<file path="config.mk">
export PLATFORM = sky130hd
export DESIGN_NAME = ltc2292_capture
export DESIGN_NICKNAME = d
export VERILOG_FILES = /design/src/rtl/ltc2292_capture.sv
export SDC_FILE = /design/constraint.sdc
export NUM_CORES = 1
export LEC_CHECK = 0
export CORE_ASPECT_RATIO = 0.9
export CORE_MARGIN = 5
export CORE_UTILIZATION = 50
export DETAILED_ROUTE_END_ITERATION = 6
export PLACE_DENSITY_LB_ADDON = 0.2
export SLEW_MARGIN = 20
export SYNTH_ARGS = -nofsm -noshare
export SYNTH_HDL_FRONTEND = slang
export SYNTH_SLANG_ARGS = --single-unit
</file>
<file path="constraint.sdc">
create_clock -name clk -period 7.4 [get_ports clk]
set_input_delay 1.11 -clock clk [delete_from_list [all_inputs] [get_ports clk]]
set_output_delay 1.11 -clock clk [all_outputs]
set_load 0.005 [all_outputs]
</file>
<file path="src/rtl/ltc2292_capture.sv">
// ---------------------------------------------------------------------------
// ltc2292_capture
//
// Burst capture of LTC2292 channel A/B sample pairs into a small FIFO that
// drains over a valid/ready stream.
//
// A start request in IDLE latches the pair count and the settle delay. The
// block then discards `settle` cycles of samples and makes one FIFO write
// attempt per cycle until `nsamp` attempts have been made. The ADC cannot be
// stalled, so a pair that finds the FIFO full (and no pop in the same cycle)
// is dropped and the sticky overflow flag is raised. Once the burst is
// written the block waits for the FIFO to empty, pulses done and returns to
// IDLE. The stream side runs whenever the FIFO holds data, so draining
// overlaps capture.
//
// Ports
//   clk, rst_n        ADC sample clock; asynchronous active-low reset
//   start             capture request, only honoured in IDLE
//   nsamp             pairs to capture (latched on accepted start)
//   settle            cycles discarded before capture (latched on start)
//   dai, dbi          channel A / B samples, new value every cycle
//   busy              high in every state except IDLE
//   done              one-cycle pulse at the end of a burst
//   overflow          sticky: at least one pair dropped in this burst
//   m_valid/m_ready   stream handshake, pop = m_valid & m_ready
//   m_data            {A, B}, A in the upper DW bits
//   m_last            marks the final captured pair of the burst
// ---------------------------------------------------------------------------
module ltc2292_capture #(
  parameter int DW       = 12,
  parameter int DEPTH    = 16,
  parameter int NSAMP_W  = 16,
  parameter int SETTLE_W = 8
) (
  input  logic                clk,
  input  logic                rst_n,
  input  logic                start,
  input  logic [NSAMP_W-1:0]  nsamp,
  input  logic [SETTLE_W-1:0] settle,
  input  logic [DW-1:0]       dai,
  input  logic [DW-1:0]       dbi,
  output logic                busy,
  output logic                done,
  output logic                overflow,
  output logic                m_valid,
  input  logic                m_ready,
  output logic [2*DW-1:0]     m_data,
  output logic                m_last
);

  localparam int AW = $clog2(DEPTH);
  localparam int EW = 2 * DW + 1;  // {last, A, B}

  typedef enum logic [1:0] {
    ST_IDLE,
    ST_SETTLE,
    ST_CAPTURE,
    ST_DRAIN
  } state_e;

  state_e              state_q, state_d;
  logic [NSAMP_W-1:0]  nsamp_q, nsamp_d;
  logic [NSAMP_W-1:0]  cap_cnt_q, cap_cnt_d;
  logic [SETTLE_W-1:0] settle_cnt_q, settle_cnt_d;
  logic                overflow_q, overflow_d;
  logic                done_q, done_d;
  logic [AW:0]         wr_ptr_q, wr_ptr_d;
  logic [AW:0]         rd_ptr_q, rd_ptr_d;

  logic [EW-1:0]       mem [DEPTH];
  logic [EW-1:0]       rd_entry;

  logic                empty;
  logic                full;
  logic                pop;
  logic                wr_req;
  logic                wr_en;
  logic                wr_last;

  // Pointers carry one extra wrap bit: equal pointers mean empty, equal
  // indices with differing wrap bits mean full.
  assign empty   = (wr_ptr_q == rd_ptr_q);
  assign full    = (wr_ptr_q[AW] != rd_ptr_q[AW]) &&
                   (wr_ptr_q[AW-1:0] == rd_ptr_q[AW-1:0]);
  assign pop     = m_valid & m_ready;

  // Every CAPTURE cycle is an attempt; a full FIFO still accepts when the
  // head leaves in the same cycle, since the freed slot is the one written.
  assign wr_req  = (state_q == ST_CAPTURE);
  assign wr_en   = wr_req & (~full | pop);
  assign wr_last = (cap_cnt_q == nsamp_q - NSAMP_W'(1));

  // NOTE: every variable assigned here gets a default first, so no path
  // leaves one unassigned and no latch is inferred.
  always_comb begin
    state_d      = state_q;
    nsamp_d      = nsamp_q;
    cap_cnt_d    = cap_cnt_q;
    settle_cnt_d = settle_cnt_q;
    overflow_d   = overflow_q;
    done_d       = 1'b0;

    if (wr_req && !wr_en) begin
      overflow_d = 1'b1;
    end

    case (state_q)
      ST_IDLE: begin
        if (start) begin
          nsamp_d      = nsamp;
          settle_cnt_d = settle;
          cap_cnt_d    = '0;
          overflow_d   = 1'b0;
          if (nsamp == '0) begin
            done_d = 1'b1;  // empty burst: report completion, stay idle
          end else if (settle == '0) begin
            state_d = ST_CAPTURE;
          end else begin
            state_d = ST_SETTLE;
          end
        end
      end
      ST_SETTLE: begin
        settle_cnt_d = settle_cnt_q - SETTLE_W'(1);
        if (settle_cnt_q == SETTLE_W'(1)) begin
          state_d = ST_CAPTURE;
        end
      end
      ST_CAPTURE: begin
        cap_cnt_d = cap_cnt_q + NSAMP_W'(1);
        if (wr_last) begin
          state_d = ST_DRAIN;
        end
      end
      ST_DRAIN: begin
        if (empty) begin
          done_d  = 1'b1;
          state_d = ST_IDLE;
        end
      end
      default: state_d = ST_IDLE;
    endcase

    wr_ptr_d = wr_ptr_q + (AW+1)'(wr_en);
    rd_ptr_d = rd_ptr_q + (AW+1)'(pop);
  end

  // NOTE: sequential state uses non-blocking assignments so every flop
  // samples the pre-edge values regardless of process ordering.
  always_ff @(posedge clk or negedge rst_n) begin
    if (!rst_n) begin
      state_q      <= ST_IDLE;
      nsamp_q      <= '0;
      cap_cnt_q    <= '0;
      settle_cnt_q <= '0;
      overflow_q   <= 1'b0;
      done_q       <= 1'b0;
      wr_ptr_q     <= '0;
      rd_ptr_q     <= '0;
    end else begin
      state_q      <= state_d;
      nsamp_q      <= nsamp_d;
      cap_cnt_q    <= cap_cnt_d;
      settle_cnt_q <= settle_cnt_d;
      overflow_q   <= overflow_d;
      done_q       <= done_d;
      wr_ptr_q     <= wr_ptr_d;
      rd_ptr_q     <= rd_ptr_d;
    end
  end

  // NOTE: the storage array has no reset; its contents are only observed
  // through the pointers, which are reset, and the outputs are gated below.
  always_ff @(posedge clk) begin
    if (wr_en) begin
      mem[wr_ptr_q[AW-1:0]] <= {wr_last, dai, dbi};
    end
  end

  assign rd_entry = mem[rd_ptr_q[AW-1:0]];

  assign busy     = (state_q != ST_IDLE);
  assign done     = done_q;
  assign overflow = overflow_q;
  assign m_valid  = ~empty;
  // Gate the head entry so an empty FIFO presents zeros, never stale data.
  assign m_data   = m_valid ? rd_entry[2*DW-1:0] : '0;
  assign m_last   = m_valid & rd_entry[2*DW];

endmodule
</file>
### Word-level counts from Yosys, hierarchy flattened

Memory sizes are Yosys's and may differ from the RTL's.
Cells that the tools add are included.

| word-level totals | value |
|---|---|
| register bits | 54 |
| memory bits (writable) | 400 |
| output and inout bits | 29 |
| memories | 1 |

| operators by class | value |
|---|---|
| add/subtract/negate cells | 5 |
| equality and inequality tests | 13 |
| muxes and demuxes | 21 |
| bitwise gates (word level) | 6 |
| reduce and logical (&&, ||, !) cells | 13 |

Memory list:

| memory | depth | width | rd ports | clocked after Yosys merged registers in | wr ports | line | source |
|---|---|---|---|---|---|---|---|
| mem | 16 | 25 | 1 | 0 | 1 | 70 | `logic [EW-1:0] mem [DEPTH];` |

Operators with widths:

| cell | number |
|---|---|
| $pmux W16 S2 | 1 |
| $mux W24 | 1 |
| $add A16 B1 Y16 const B | 1 |
| $eq A16 B16 Y1 | 1 |
| $logic_not A16 Y1 | 1 |
| $mux W16 | 1 |
| $pmux W8 S2 | 1 |
| $sub A16 B1 Y16 const B | 1 |
| $mux W2 | 6 |
| $add A5 B1 Y5 | 2 |
| $eq A8 B1 Y1 const B | 1 |
| $logic_not A8 Y1 | 1 |
| $mux W1 | 8 |
| $mux W8 | 1 |
| $ne A2 B2 Y1 const B | 4 |
| $pmux W2 S4 | 1 |
| $sub A8 B1 Y8 const B | 1 |
| $reduce_and A2 Y1 | 3 |
| $reduce_bool A2 Y1 | 3 |
| $eq A5 B5 Y1 | 1 |
| $reduce_and A5 Y1 | 1 |
| $eq A2 B2 Y1 const B | 2 |
| $eq A4 B4 Y1 | 1 |
| $and A1 B1 Y1 | 3 |
| other kinds (9) | 11 |

### Depth between registers and ports, before layout

Gate-level depths: netlist of the first run.

| logic depth | value |
|---|---|
| depth in word-level cells | 10 |
| mapped depth | 10 |
| gate-level depth less buffers | 9 |

### Worst setup path after synthesis of the first run

OpenSTA, ideal clock, no wires.

| timing path | value |
|---|---|
| path type | input to register |
| start point | in m_ready |
| end point | mem mem[0][0] (netlist name), enable pin |
| data arrival time | 3.407 ns |
| data required time | 6.962 ns |
| slack | 3.555 ns |
| stages | 4 |
| cell sequence | or3_1 nand2_1 or3_1 nor3_1 |

| on the way | value |
|---|---|
| cells in the longest elaborated chain, start to end | 5 |

Ends and longest elaborated chain:

| what | line | source |
|---|---|---|
| from (decl) | 46 | `input logic m_ready,` |
| $and A1 B1 Y1 | 85 | `assign pop = m_valid & m_ready;` |
| $or A1 B1 Y1 | 90 | `assign wr_en = wr_req & (~full \| pop);` |
| $and A1 B1 Y1 | 90 |  |
| $mux W1 | 175 | `if (wr_en) begin` |
| $mux W1 (implied by the code) | 176 | `mem[wr_ptr_q[AW-1:0]] <= {wr_last, dai, dbi};` |
| to (decl) | 70 |  |

Every way passes these cells.

### Final worst setup path of the first run

| timing path | value |
|---|---|
| start point | reg rd_ptr_q[0] |
| end point | out m_data[4] |

| on the way | value |
|---|---|
| cells in the longest elaborated chain, start to end | 2 |

Ends and longest elaborated chain:

| what | line | source |
|---|---|---|
| from (decl) | 68 | `logic [AW:0] rd_ptr_q, rd_ptr_d;` |
| from (signal assigned) | 168 | `rd_ptr_q <= rd_ptr_d;` |
| $mem_v2 Z16 W25 / $eq A5 B5 Y1 (equally long branches) | - |  |
| $mux W24 * | 187 | `assign m_data = m_valid ? rd_entry[2*DW-1:0] : '0;` |
| to (decl) | 47 | `output logic [2*DW-1:0] m_data,` |

Every way passes the cells marked *; elsewhere a longest branch is shown, timed or not.

==> results of run 1 <==
layout make-up:
type,instances,area share
flip-flops and latches,454,0.6137
clock buffers,57,0.05374
repair buffers,102,0.04892
multi-input cells,475,0.2409
well taps,483,0.02773
inverters,20,0.003445
clock inverters,26,0.01160
sequential cells by signal, indices dropped and copies added (netlist names):
register      flops
state_q           2
cap_cnt_q        16
done              1
overflow          1
wr_ptr_q          5
settle_cnt_q      8
rd_ptr_q          5
nsamp_q          16
mem             400
power groups by stage:
stage | logic (W) | clock network (W) | registers [W]
finish | 0.00251 | 0.00220 | 0.00336
global route | 0.00273 | 0.00237 | 0.00341
CTS | 0.00248 | 0.00226 | 0.00343
detailed placement | 0.00246 | 0 | 0.00348
global placement | 0.00244 | 0 | 0.00347
floorplan | 0.00184 | 0 | 0.00317
through the flow:
| stage | hold WS [ns] | cells | worst slack (ns) | util | total power, W |
|---|---|---|---|---|---|
| final | 0.4968 | 1617 | 2.558 | 0.5855 | 0.008079 |
| after global routing | 0.5332 | 1617 | 2.284 | 0.5855 | 0.008509 |
| after CTS | 0.4999 | 1613 | 2.365 | 0.5827 | 0.008160 |
| after detailed placement | 0.4876 | 1530 | 2.970 | 0.5444 | 0.005942 |
| after global placement | 0.4853 | 1529 | 2.991 | 0.5437 | 0.005906 |
| after floorplan | 0.4655 | 1003 | 3.555 | - | 0.005015 |
final timing paths:
kind / start / slack (ns) / cells past startpoint / endpoint
setup / recovery: rd_ptr_q[0]$_DFF_PN0_ / 2.56 / 5 / m_data[4]
setup reg to reg: rd_ptr_q[0]$_DFF_PN0_ / 3.33 / 9 / mem[3][0]$_DFFE_PP_
hold / removal: wr_ptr_q[4]$_DFF_PN0_ / 0.50 / 1 / wr_ptr_q[4]$_DFF_PN0_
min in group asynchronous: rst_n / 0.71 / 2 / nsamp_q[12]$_DFFE_PN0P_
hold reg to reg: wr_ptr_q[4]$_DFF_PN0_ / 0.50 / 1 / wr_ptr_q[4]$_DFF_PN0_
max in group asynchronous: rst_n / 6.15 / 2 / rd_ptr_q[0]$_DFF_PN0_
routing by layer:
layer  routed length [µm]  global-route usage  vias up  part of all wire
li1                     -                   -     4257                 -
met1                17780              0.2827     5002              0.45
met2                19200              0.3049      256              0.48
met3                 2030             0.02951       49             0.051
met4                  636             0.03960        2             0.016
met5                   11                   0        -           0.00028
cell families (layout without fill, tap and decap cells):
group / after synthesis / after routing / share of synthesized area
mux: 149 / 149 / 0.1644
compound gates: 76 / 76 / 0.02631
buf+inv: 74 / 205 / 0.01525
xor+xnor: 41 / 41 / 0.01911
simple gates: 197 / 197 / 0.05567
fa+ha+maj: 12 / 12 / 0.007991
flops: 454 / 454 / 0.7112
worst register-to-register path: cells and delay by family (launching register included):
family,cells,cell delay [ns]
DFF,1,0.77
and+or+nand+nor,5,1.55
buffers and inverters,3,1.13
xor gates and xnor gates,1,0.28
placed cells by master, fill, tap and decap left out, types with 4 or more instances in the layout:
cell,n
buf_16,4
a21oi_1,18
nor2_4,12
mux4_2,126
nand4_1,10
dfrtp_1,50
buf_4,16
and2_1,29
inv_1,20
clkbuf_1,12
clkinv_1,6
mux2i_1,6
nor2_1,28
clkdlybuf4s50_1,79
nor3_1,11
nand3_1,23
o21ai_0,23
clkbuf_16,45
xnor2_1,23
edfxtp_1,400
a211oi_1,5
nor3_2,4
nand2b_1,6
nand2_1,34
nor4_1,9
and3_1,5
xor2_1,18
or4_1,6
ha_1,12
mux2_2,17
or3_1,6
bufinv_16,4
clkinv_2,11
==> flow_metrics.py, run 1 <==
metrics = {
    "cells_and_area": {
        "regArea_um2": 13370,
        "design_area_um2": 21790,
        "fin_nets": 1162,
        "multi_input_area_um2": 5249,
        "nFillCells": 2791,
        "syn_to_final_growth_pct": 15.98,
        "antenna_cells": 0,
        "drive_gt1_frac": 0.2275,
    },
    "worst_setup_path": {
        "crit_required_ns": 6.29,
        "path_delay_family": "multiplexers",
        "cp-start-kind": "flip-flop",
        "cp_slowest_cell": "dfrtp_4",
        "critical_path.cell_chain": "buf_12 -> mux4_2 -> mux4_2 -> and2_1 -> clkdlybuf4s50_1",
        "critPathCaptureType": "output port",
        "crit_type": "flip-flop to output port",
        "cp_max_fo": 78,
        "path_common_cell": "mux4_2",
        "cp.arrival_ns": 3.73,
        "critPathMaxStageDelay_ns": 0.77,
        "path_buf_inv": 2,
    },
    "sta": {
        "finalHoldViolations": 0,
        "clock_skew_ns": 0.01495,
        "max_freq_mhz": 206.5,
        "period_share": 0.6543,
        "period_minus_slack_ns": 4.842,
        "maxSlewViolCount": 0,
        "rsz0062_at_grt": "no",
        "worst_pin_slew_ns": 1.121,
        "setup_viol": 0,
        "maxSlewHeadroom": 0.2509,
        "finalSetupTns_ns": 0,
    },
    "clock_network": {
        "cts_tree": "done",
        "cts_made_buffers": 45,
        "hold_buffers": 0,
        "cts_htree_levels": 2,
        "clock_sinks": 454,
        "post_cts_buffers": 0,
        "path_clk_slew_ns": 0.06,
        "cts_resized": 0,
        "clock_latency_ns": 0.56,
        "root_buffer": "clkbuf_16",
        "clk_path_buf_depth": 3,
    },
    "synth": {
        "yosysTopAreaCell": "edfxtp_1",
        "syn-num-nets": 1067,
        "avgSynthCellArea_um2": 18.73,
        "synth_cell_types": 56,
        "yosysMostFrequentCell": "edfxtp_1",
        "netlist_area_um2": 18790,
        "async_flop_share": 0.1189,
        "synth_edf_count": 400,
        "netlist.area_leader.share": 0.6393,
        "synthTopCellsByCount": "edfxtp_1, mux4_2, dfrtp_1",
        "yosys_warnings": 0,
        "ys_ff_latch": 454,
        "synthFlopType": "edfxtp_1",
        "synth.area.top_cells": "edfxtp_1, mux4_2, dfrtp_1, xnor2_1, mux2_2",
        "ys_seq_area_frac": 0.7112,
        "syn-instance-count": 1003,
    },
    "run_status": {
        "outcome": "complete, no violations",
    },
    "power_and_ir_drop": {
        "power_frac_seq": 0.416,
        "peakVddDrop_mv": 0.2247,
        "power.density_nw_per_um2": 370.7,
        "p_clk_frac": 0.273,
        "p_sw_w": 0.002373,
        "p_sw_frac": 0.2937,
        "comb_power_share": 0.311,
        "power.internal_w": 0.005706,
        "leakagePower_nw": 7.078,
    },
    "die": {
        "rows": 67,
        "die_h_um": 193.9,
        "initial_core_util": 0.5048,
        "core-area_um2": 37220,
        "die_area_um2": 41560,
        "die_x_um": 214.3,
        "pin_count": 81,
    },
    "detailed_routing": {
        "drtIter0Drc": 782,
        "wire_per_inst_um": 24.53,
        "drt_wl_total_um": 39660,
        "dr.pass1.iters": 5,
        "vias": 9566,
        "ant_nets": 0,
        "drcViolationCount": 0,
        "via_per_inst": 5.916,
    },
    "global_route": {
        "grt_max_degree": 79,
        "grt_pass1_vias": 9869,
        "grt_pass1_wl_um": 60920,
        "antenna_found_initial": 2,
        "grt.total_usage": 0.1901,
        "overflow": 0,
    },
    "worst_hold_path": {
        "hold_class": "flip-flop to flip-flop",
    },
    "placed_design": {
        "dp_hpwl_um": 22220,
        "post_dp_cell_area_um2": 20260,
        "io_buffer_count": 80,
        "gp_congestion": 0.7969,
    },
    "job": {
        "drv_cap": 0,
    },
}
(Power assumes the default switching activity.)
==> run 2: changes to the inputs <==
==> constraint.sdc (replaced) <==
create_clock -name clk -period 3.9 [get_ports clk]
set_input_delay 0.585 -clock clk [delete_from_list [all_inputs] [get_ports clk]]
set_output_delay 0.585 -clock clk [all_outputs]
set_load 0.005 [all_outputs]
==> flow_metrics.py, run 2 (synthesis results as in run 1) <==
metrics = {
    "worst_setup_path": {
        "crit_required_ns": 3.31,
        "r2r_cells": 5,
        "cp_max_fo": 14,
        "r2r-end": "mem[0][24]$_DFFE_PP_",
        "crit_type": "flip-flop to output port",
        "ff2ff_setup_slack_ns": 0.36,
        "r2r-start": "nsamp_q[3]$_DFFE_PN0P_",
        "cp-start-kind": "flip-flop",
        "critPathCaptureType": "output port",
        "cp.arrival_ns": 3.11,
    },
    "clock_network": {
        "clk_path_buf_depth": 3,
        "hold_buffers": 0,
        "cts_made_buffers": 45,
        "clock_sinks": 454,
        "clock_latency_ns": 0.55,
        "cts_resized": 0,
        "cts_htree_levels": 2,
        "path_clk_slew_ns": 0.06,
        "root_buffer": "clkbuf_16",
        "cts_tree": "done",
        "post_cts_buffers": 0,
    },
    "sta": {
        "worst_pin_slew_ns": 0.9076,
        "setup_viol": 0,
        "worst_slack_ns": 0.2085,
        "rsz0062_at_grt": "no",
        "clock_skew_ns": 0.01114,
        "period_minus_slack_ns": 3.691,
        "period_share": 0.9465,
        "maxSlewHeadroom": 0.3949,
        "finalHoldViolations": 0,
        "max_freq_mhz": 270.9,
        "maxSlewViolCount": 0,
        "finalSetupTns_ns": 0,
    },
    "detailed_routing": {
        "via_per_inst": 5.921,
        "drcViolationCount": 0,
        "drtIter0Drc": 1027,
        "drt_wl_total_um": 40180,
        "ant_nets": 0,
        "wire_per_inst_um": 24.37,
        "dr.pass1.iters": 5,
        "vias": 9763,
    },
    "global_route": {
        "grt_busiest_layer": "met2",
        "grt.total_usage": 0.1943,
        "grt_max_degree": 45,
        "met2_usage": 0.3046,
        "met3_usage": 0.02873,
        "use_met1": 0.2968,
        "grt_pass1_wl_um": 61970,
        "grt_pass1_vias": 10040,
        "overflow": 0,
        "antenna_found_initial": 3,
    },
    "power_and_ir_drop": {
        "peakVddDrop_mv": 0.4835,
        "leakagePower_nw": 7.239,
        "power.density_nw_per_um2": 704.0,
    },
    "die": {
        "pin_count": 81,
        "core-area_um2": 37220,
        "initial_core_util": 0.5048,
        "die_x_um": 214.3,
        "rows": 67,
        "die_area_um2": 41560,
        "die_h_um": 193.9,
    },
    "placed_design": {
        "gp_congestion": 0.8273,
        "place_ws_ns": 0.3998,
        "post_dp_cell_area_um2": 20650,
        "io_buffer_count": 80,
        "dp_hpwl_um": 24010,
    },
    "cells_and_area": {
        "design_area_um2": 22140,
        "layout_common_cells": "edfxtp_1, mux4_2, clkdlybuf4s50_1",
        "syn_to_final_growth_pct": 17.82,
        "mostFrequentLayoutCell": "edfxtp_1",
        "fin_nets": 1192,
        "drive_gt1_frac": 0.2464,
        "largest_register_ff_count": 400,
    },
    "job": {
        "drv_cap": 0,
    },
    "run_status": {
        "outcome": "complete, no violations",
    },
    "worst_hold_path": {
        "hold_class": "primary input to asynchronous set/reset pin",
    },
}
## run 2: how the worst max path moves through the flow
stage                      startpoint               endpoint  slack (ns)  cells past startpoint
5_1_grt         rd_ptr_q[0]$_DFF_PN0_                 m_last        0.09                      5
3_5_place_dp   nsamp_q[3]$_DFFE_PN0P_  mem[10][24]$_DFFE_PP_        0.40                      5
2_1_floorplan   rd_ptr_q[3]$_DFF_PN0_    mem[0][0]$_DFFE_PP_        0.32                      7
6_report        rd_ptr_q[0]$_DFF_PN0_              m_data[1]        0.21                      5
4_1_cts         rd_ptr_q[0]$_DFF_PN0_              m_data[1]        0.02                      5
3_3_place_gp   nsamp_q[1]$_DFFE_PN0P_  mem[11][24]$_DFFE_PP_        0.07                      7
## run 2: per-stage QoR
stage          power [W]  utilization  cells  hold slack, ns
2_1_floorplan   0.009515            -   1003          0.2894
3_3_place_gp     0.01147       0.5544   1557          0.4836
3_5_place_dp     0.01152       0.5547   1557          0.4838
4_1_cts          0.01573       0.5933   1641          0.1738
5_1_grt          0.01642       0.5947   1648          0.2393
6_report         0.01558       0.5947   1649          0.1650
## run 2: cell type report
class                   count  area, µm²
flip-flops and latches    454      13370
diodes                      1      2.502
fillers                  2768      15080
repair buffers            132       1386
clock inverters            25      212.7
well taps                 483      604.3
clock buffers              59       1221
multi-input cells         475       5261
inverters                  20      75.07
## run 2: critical path, stage by stage (launching register included)
cell and delay [ns]:
dfrtp_4 0.60, buf_4 0.30, mux4_2 0.55, mux4_2 0.50, and2_1 0.18, clkdlybuf4s50_1 0.44
## run 2: power by group
group / leakage [nW] / switching (W) / total [W] / internal (W)
registers: 4.25 / 0.000436 / 0.00618 / 0.00574
logic: 2.29 / 0.00236 / 0.00522 / 0.00286
clock network: 0.693 / 0.00177 / 0.00418 / 0.00242
## run 2: routing by layer
layer / vias to the layer above / wire, µm
li1: 4317 / -
met1: 5089 / 18020
met2: 307 / 19110
met3: 48 / 2427
met4: 2 / 613
met5: - / 12
==> run 3: changes to the inputs <==
--- a/config.mk
+++ b/config.mk
@@ -5,6 +5,7 @@
 export SDC_FILE = /design/constraint.sdc
 export NUM_CORES = 1
 export LEC_CHECK = 0
+export ABC_AREA = 1
 export CORE_ASPECT_RATIO = 0.9
 export CORE_MARGIN = 5
 export CORE_UTILIZATION = 50
==> flow_metrics.py, run 3 <==
metrics = {
    "worst_setup_path": {
        "crit_type": "flip-flop to output port",
        "cp_max_fo": 29,
        "critPathCaptureType": "output port",
        "r2r-start": "rd_ptr_q[2]$_DFF_PN0_",
        "r2r_cells": 10,
        "cp.arrival_ns": 3.20,
        "ff2ff_setup_slack_ns": 0.85,
        "cp-start-kind": "flip-flop",
        "cp-startpoint": "rd_ptr_q[0]$_DFF_PN0_",
        "crit_required_ns": 3.31,
        "r2r-end": "mem[8][7]$_DFFE_PP_",
    },
    "cells_and_area": {
        "fin_cells": 2150,
        "mostFrequentLayoutCell": "edfxtp_1",
        "multi_input_area_um2": 5215,
        "layout_common_cells": "edfxtp_1, nor2_1, nand2_1",
        "antenna_cells": 0,
        "syn_to_final_growth_pct": 16.36,
        "fin_nets": 1690,
        "largest_register_ff_count": 400,
        "regArea_um2": 13370,
        "nFillCells": 3015,
        "drive_gt1_frac": 0.09458,
    },
    "detailed_routing": {
        "drtIter0Drc": 1175,
        "drcViolationCount": 0,
        "vias": 12620,
        "via_per_inst": 5.869,
        "wire_per_inst_um": 21.91,
        "drt_wl_total_um": 47100,
        "dr.pass1.iters": 5,
        "ant_nets": 0,
    },
    "synth": {
        "synthTopCellsByCount": "edfxtp_1, nor2_1, nand2_1",
        "synth.area.top_cells": "edfxtp_1, dfrtp_1, nor2_1, o21ai_0, nand2_1",
        "ys_ff_latch": 454,
        "synthFlopType": "edfxtp_1",
        "synth_cell_types": 45,
        "synth_edf_count": 400,
        "ys_seq_area_frac": 0.6993,
        "syn-num-nets": 1613,
        "avgSynthCellArea_um2": 12.34,
        "netlist_area_um2": 19110,
        "yosysTopAreaCell": "edfxtp_1",
        "async_flop_share": 0.1189,
        "yosys_warnings": 0,
        "netlist.area_leader.share": 0.6286,
        "syn-instance-count": 1549,
        "yosysMostFrequentCell": "edfxtp_1",
    },
    "global_route": {
        "antenna_found_initial": 0,
        "grt_pass1_vias": 12190,
        "grt.total_usage": 0.2177,
        "grt_pass1_wl_um": 71690,
        "overflow": 0,
        "grt_max_degree": 88,
    },
    "die": {
        "die_x_um": 216.1,
        "die_area_um2": 42230,
        "pin_count": 81,
        "die_h_um": 195.5,
        "rows": 68,
        "core-area_um2": 38030,
        "initial_core_util": 0.5024,
    },
    "power_and_ir_drop": {
        "power_frac_seq": 0.373,
        "peakVddDrop_mv": 0.5522,
        "power.density_nw_per_um2": 730.5,
        "power.internal_w": 0.01037,
        "comb_power_share": 0.365,
        "p_sw_frac": 0.3613,
        "p_clk_frac": 0.262,
        "leakagePower_nw": 7.746,
        "p_sw_w": 0.005867,
    },
    "placed_design": {
        "io_buffer_count": 80,
        "gp_congestion": 0.8235,
        "dpl.cell_count": 2058,
        "dp_hpwl_um": 25790,
    },
    "clock_network": {
        "clock_sinks": 454,
        "cts_made_buffers": 47,
        "clk_path_buf_depth": 3,
        "cts_htree_levels": 2,
        "path_clk_slew_ns": 0.06,
        "clock_latency_ns": 0.60,
        "cts_tree": "done",
        "root_buffer": "clkbuf_16",
    },
    "sta": {
        "maxSlewViolCount": 0,
        "max_freq_mhz": 264.0,
        "maxSlewHeadroom": 0.2283,
        "timing.hold.ws_ns": 0.1124,
        "period_minus_slack_ns": 3.788,
        "finalHoldViolations": 0,
        "period_share": 0.9713,
        "rsz0062_at_grt": "no",
        "setup_viol": 0,
        "clock_skew_ns": 0.04411,
        "worst_pin_slew_ns": 1.155,
        "finalSetupTns_ns": 0,
    },
    "job": {
        "drv_cap": 0,
    },
    "worst_hold_path": {
        "hold_class": "primary input to asynchronous set/reset pin",
    },
    "run_status": {
        "outcome": "complete, no violations",
    },
}
[run 3: layout make-up]
| class | count | share of cell area |
|---|---|---|
| Clock buffer | 62 | 0.05729 |
| Clock inverter | 21 | 0.008216 |
| Inverter | 76 | 0.01435 |
| Multi-Input combinational cell | 934 | 0.2346 |
| Sequential cell | 454 | 0.6014 |
| Tap cell | 490 | 0.02757 |
| Timing Repair Buffer | 113 | 0.05661 |
[run 3: worst max path at each step]
stage	to	depth (start not counted)	slack (ns)
global placement	m_data[5]	7	0.42
global route	m_data[17]	7	0.009
CTS	m_data[5]	7	0.03
finish	m_last	7	0.11
detailed placement	m_data[5]	7	0.41
floorplan	mem[10][0]$_DFFE_PP_	10	1.25
[run 3: critical path, stage by stage (launching register included)]
cell and delay (ns):
dfrtp_4 0.63, inv_8 0.25, buf_16 0.23, nor2_1 0.07, o32ai_1 0.27, nand2_1 0.11, a31oi_1 0.44, clkdlybuf4s50_1 0.61
[run 3: cell families after synthesis]
group,share of synthesized area
and+or+nand+nor,0.1217
DFF,0.6993
AOI/OAI and AO/OA,0.1061
buffers and inverters,0.03516
muxes,0.01886
xor gates and xnor gates,0.01100
adders and majority gates,0.007857
[run 3: metrics by stage]
step	cell area [µm²]	total power, W	utilization	setup slack, ns
after floorplan	19110	0.009577	-	1.248
after global placement	20490	0.01167	0.5389	0.4163
after detailed placement	20490	0.01173	0.5389	0.4093
after CTS	21990	0.01608	0.5782	0.02634
after global routing	22230	0.01715	0.5846	0.008880
final	22230	0.01624	0.5846	0.1120
[run 3: power groups by stage]
stage               sequential [W]  combinational [W]  clock [W]
floorplan                  0.00591            0.00366          0
global placement           0.00615            0.00551          0
detailed placement         0.00616            0.00557          0
CTS                        0.00605            0.00570    0.00433
global route               0.00609            0.00652    0.00454
finish                     0.00605            0.00593    0.00426
[run 3: what timing repair did]
action	CTS	global route
pin swaps	0	0
resized for setup	6	11
hold buffers	0	0
buffers inserted	1	1
cloned	0	2
setup endpoints to repair	20	20
[run 3: layer usage]
layer	vias up	wire [µm]	global-route usage
li1	5816	-	-
met1	6294	21520	0.3277
met4	0	810	0.04993
met2	438	21540	0.3348
met5	-	0	0
met3	71	3224	0.03999
